--- src/rtl/mem_arbiter.sv ---
// rtl/mem_arbiter.sv - two-requester single-port memory arbiter (IDLE/ISSUE/RDATA)
// Optional round-robin tie-break with MEM_ARB_RR_EN; fixed priority to requester 0 otherwise.
module mem_arbiter #(
  parameter int WIDTH = 32
) (
  input  logic             clk,
  input  logic             rst,
  input  logic             req0,
  input  logic             req1,
  input  logic             we0,
  input  logic             we1,
  input  logic [WIDTH-1:0] addr0,
  input  logic [WIDTH-1:0] addr1,
  input  logic [WIDTH-1:0] wdata0,
  input  logic [WIDTH-1:0] wdata1,
  output logic             gnt0,
  output logic             gnt1,
  output logic             rvalid0,
  output logic             rvalid1,
  output logic [WIDTH-1:0] rdata,
  output logic [WIDTH-1:0] mem_address,
  output logic [WIDTH-1:0] mem_wr_data,
  output logic             mem_write,
  input  logic [WIDTH-1:0] mem_rd_data
);

  typedef enum logic [1:0] {IDLE, ISSUE, RDATA} state_t;

  state_t           state_q, state_d;
  logic             winner_q, winner_d;
  logic             we_q, we_d;
  logic             last_winner_q, last_winner_d;
  logic [WIDTH-1:0] addr_q, addr_d;
  logic [WIDTH-1:0] wdata_q, wdata_d;
  logic             pick;

  always_ff @(posedge clk or posedge rst) begin
    if (rst) begin
      state_q       <= IDLE;
      winner_q      <= 1'b0;
      we_q          <= 1'b0;
      last_winner_q <= 1'b1;
      addr_q        <= '0;
      wdata_q       <= '0;
    end else begin
      state_q       <= state_d;
      winner_q      <= winner_d;
      we_q          <= we_d;
      last_winner_q <= last_winner_d;
      addr_q        <= addr_d;
      wdata_q       <= wdata_d;
    end
  end

  // pick is only meaningful when at least one request is high
  always_comb begin
`ifdef MEM_ARB_RR_EN
    pick = (req0 && req1) ? ~last_winner_q : ~req0;
`else
    pick = ~req0;
`endif
  end

  always_comb begin
    state_d       = state_q;
    winner_d      = winner_q;
    we_d          = we_q;
    last_winner_d = last_winner_q;
    addr_d        = addr_q;
    wdata_d       = wdata_q;
    gnt0          = 1'b0;
    gnt1          = 1'b0;
    rvalid0       = 1'b0;
    rvalid1       = 1'b0;
    mem_write     = 1'b0;
    rdata         = '0;
    case (state_q)
      IDLE: begin
        if (req0 || req1) begin
          winner_d      = pick;
          last_winner_d = pick;
          we_d          = pick ? we1 : we0;
          addr_d        = pick ? addr1 : addr0;
          wdata_d       = pick ? wdata1 : wdata0;
          state_d       = ISSUE;
        end
      end
      ISSUE: begin
        gnt0      = ~winner_q;
        gnt1      = winner_q;
        mem_write = we_q;
        state_d   = we_q ? IDLE : RDATA;
      end
      RDATA: begin
        rvalid0 = ~winner_q;
        rvalid1 = winner_q;
        rdata   = mem_rd_data;
        state_d = IDLE;
      end
      default: state_d = IDLE;
    endcase
  end

  assign mem_address = addr_q;
  assign mem_wr_data = wdata_q;

endmodule

--- config.mk ---
export PLATFORM = sky130hd
export DESIGN_NAME = mem_arbiter
export DESIGN_NICKNAME = d
export VERILOG_FILES = /design/src/rtl/mem_arbiter.sv
export SDC_FILE = /design/constraint.sdc
export NUM_CORES = 1
export LEC_CHECK = 0
export BUFFER_PORTS_ARGS = -buffer_cell sky130_fd_sc_hd__buf_2
export CELL_PAD_IN_SITES_DETAIL_PLACEMENT = 0
export CELL_PAD_IN_SITES_GLOBAL_PLACEMENT = 2
export CORE_AREA = 2 2 101 152
export CTS_CLUSTER_SIZE = 20
export DETAILED_ROUTE_END_ITERATION = 7
export DIE_AREA = 0 0 103 154
export GPL_TIMING_DRIVEN = 0
export PLACE_DENSITY = 0.87
export SETUP_SLACK_MARGIN = 0.4
export SLEW_MARGIN = 15
export SYNTH_ARGS = -nofsm -noshare
export SYNTH_HDL_FRONTEND = slang
export SYNTH_SLANG_ARGS = --single-unit
--- constraint.sdc ---
create_clock -name clk -period 4.6 [get_ports clk]
set_clock_uncertainty 0.15 [all_clocks]
set_input_delay 0.46 -clock clk [delete_from_list [all_inputs] [get_ports clk]]
set_output_delay 0.46 -clock clk [all_outputs]
set_load 0.01 [all_outputs]
==> results by group <==
Clock network
  – TritonCTS Buffers: 9
  – Root buffer cell: clkbuf_16
  – TritonCTS clock tree: built
  – # Post-CTS Setup Buffers: 0
  – H-tree Lvls: 3
  – Clk_lat worst skew: 0.32 ns
  – Sink Count: 68
  – Post-CTS sizing: 0
  – Clock slew at reported path FFs: about 0.06 ns
  – # hold bufs at CTS: 0
  – Clk buf depth: 2

Placed design
  – Final Wtd Congestion: 0.694
  – Placed cells: 725
  – I/O Buffers: 266
  – Instance area at placement: 0.00544 sq mm
  – HPWL after DPL: 8880 um

STA
  – Fin crit period: 2.25 ns
  – Max Slew Vio Count: 0
  – Worst hold slack: -0.00751 ns
  – Unrepaired setup endpoints after global routing: no
  – Final setup violation count: 0
  – Final Hold Vio Count: 11
  – TNS Setup: 0 ns
  – Final Cycle Share: 49.0%
  – Relative slew slack: 71.2%
  – Worst-Margin Slew: around 0.43 ns
  – Fmax: 0.444 GHz

Die
  – Die Wd: 103 um
  – # rows: 54
  – Die Y: 154 um
  – Die area: 0.0159 sq mm
  – Starting Density: 26.6%
  – Total core area: 0.0145 sq mm
  – Io pins: 267

Worst setup path
  – CP Cell Sequence: nor2b_1, clkbuf_1, and2_1, buf_2
  – Critical setup path kind: flip-flop to output pin
  – Critical path startpoint category: flip-flop
  – Worst EP arrival: 1.64 ns
  – Cell count of the worst reg-to-reg path: 5
  – RR Endpoint: mem_address[14]
  – Buf/Inv on CP: 2
  – CP delay by family, top: simple AND/OR/NAND/NOR gates
  – CP max-delay cell: dfrtp_1
  – Reg2Reg Launch Point: state_q[0]
  – Max Fanout on Critical Path: 10
  – Crit path largest cell delay: 0.39 ns
  – Worst R2R Setup Slack: 2.86 ns
  – Crit. End Element: output pin
  – Worst EP required: 3.99 ns

Finish
  – N_diodes: 0
  – P&R area growth vs syn: 48.6%
  – Share of layout cells above drive strength 1: 76.5%
  – Non-filler cells, final: between 700 and 800
  – Design Area, Final: 0.00572 sq mm
  – Nets: 706

Synthesis
  – Seq/Total Area, Yosys: 44.3%
  – Synth Instances: 262
  – Synth warnings: 0
  – Ys flop type: dfrtp_1
  – Share of synthesized registers carrying an async set or reset: 100%
  – Cell Area, Synth: 0.00384 sq mm
  – Post-synthesis cell type count: 16
  – Post-synth EDFFs: 0
  – Synth area leader: dfrtp_1
  – Syn_area_per_cell: 14.7 sq um
  – Top-area cell type share of the netlist area: ~44%
  – #FFs+latches synth: 68
  – Post-Syn Nets: 428
  – Synth top area cells: dfrtp_1, mux2_4, mux2_2, and2_1, buf_6
  – Top-count cell post-synth: mux2_4
  – Commonest cells in the netlist: mux2_4, dfrtp_1, mux2_2, and2_1, buf_6

Global routing
  – Total GRT Usage: a little over an eighth
  – First-pass GRT wire length: 16300 um
  – Initial antenna violation count: 1
  – Largest net degree at the start of global routing: 37
  – Vias in the first global route: 3411
  – Overflow after GRT: 0

Power
  – Clock share of power: roughly a fifth
  – Power Total: between 3000 and 4000 uW
  – Peak VDD IR: roughly 0.22 mV
  – Switching Fraction: roughly a third
  – Reg power frac: 32.6%
  – Logic pwr share: 48.1%
  – Internal power contribution: 2160 uW
  – Cell Pwr Density: 573 mW/mm^2
  – Lkg Pwr: 0.00305 uW
  – NetSw: 1120 uW

Routing
  – Drt drc: 0
  – Initial drt markers: 62
  – Final WL: 10900 um
  – DR pass1 iterations: 4
  – Via density: 4.26
  – Wirelength per Cell: 14.7 um
  – Via count: ~3200
  – Final ANT Viol Nets: 0

Flow run
  – Max-cap violations: 0

Run status
  – Status: finished with violations
  – Failing checks: hold timing

Worst hold path
  – Worst hold path class: input port to async pin
[stage by stage]
stage | util [%] | setup slack (ns)
global route | 39.5 | 2.16
detailed placement | 37.7 | 2.64
floorplan | - | 2.28
global placement | 37.5 | 1.35
finish | 39.5 | 2.35
CTS | 39.5 | 2.28
[cells by family after synthesis]
group           synth area share, %
mux                            44.8
flops                          44.3
simple gates                   6.41
buf+inv                        4.04
compound gates                0.456
[sequential cells by signal, summed over array words and instances (netlist names)]
name and cells:
state_q 2, mem_wr_data 32, winner_q 1, we_q 1, mem_address 32
[placed cells by master, fill, tap and decap left out]
cell and count:
clkbuf_16 9, buf_12 1, mux2_2 50, nor2_2 1, clkinvlp_4 2, dfrtp_1 68, nand2b_1 1, inv_4 1
mux2_4 70, mux2_1 8, mux2i_1 2, clkbuf_1 5, nor2b_1 1, o21a_1 1, buf_6 10, and2_1 34
buf_2 270, a21oi_1 2, clkinv_2 2, nor2_1 4, inv_1 2, clkbuf_8 1
[per-layer routing]
metal	GRT usage [%]	wire, um
met2	25.9	5970
met4	4.57	160
met1	13.1	3670
met5	0	7
met3	3.59	1080
[how the worst max path moves through the flow]
stage,cells after the start,to,slack [ns],from
6_report,4,rdata[21],2.35,state_q[0]
4_1_cts,4,rdata[16],2.28,state_q[0]
2_1_floorplan,1,mem_address[0],2.28,rst
5_1_grt,4,rdata[18],2.16,state_q[0]
3_5_place_dp,4,rdata[16],2.64,state_q[0]
3_3_place_gp,2,mem_wr_data[17],1.35,rst
[power groups by stage]
| stage | clock, uW | combinational [uW] | sequential, uW |
|---|---|---|---|
| 3_3_place_gp | 0 | 1580 | 1070 |
| 4_1_cts | 657 | 1610 | 1070 |
| 3_5_place_dp | 0 | 1610 | 1080 |
| 5_1_grt | 680 | 1710 | 1110 |
| 6_report | 630 | 1580 | 1070 |
| 2_1_floorplan | 0 | 861 | 1210 |
[area by class of cell]
type / count / area [sq um]
plain buffers: 17 / 144
clock buffers: 12 / 246
clock inverters: 4 / 25.0
fillers: 1444 / 8740
inverters: 3 / 13.8
multi-input cells: 174 / 1990
flip-flops and latches: 68 / 1700
well taps: 196 / 245
repair buffers: 267 / 1350
(Power assumes the default switching activity.)
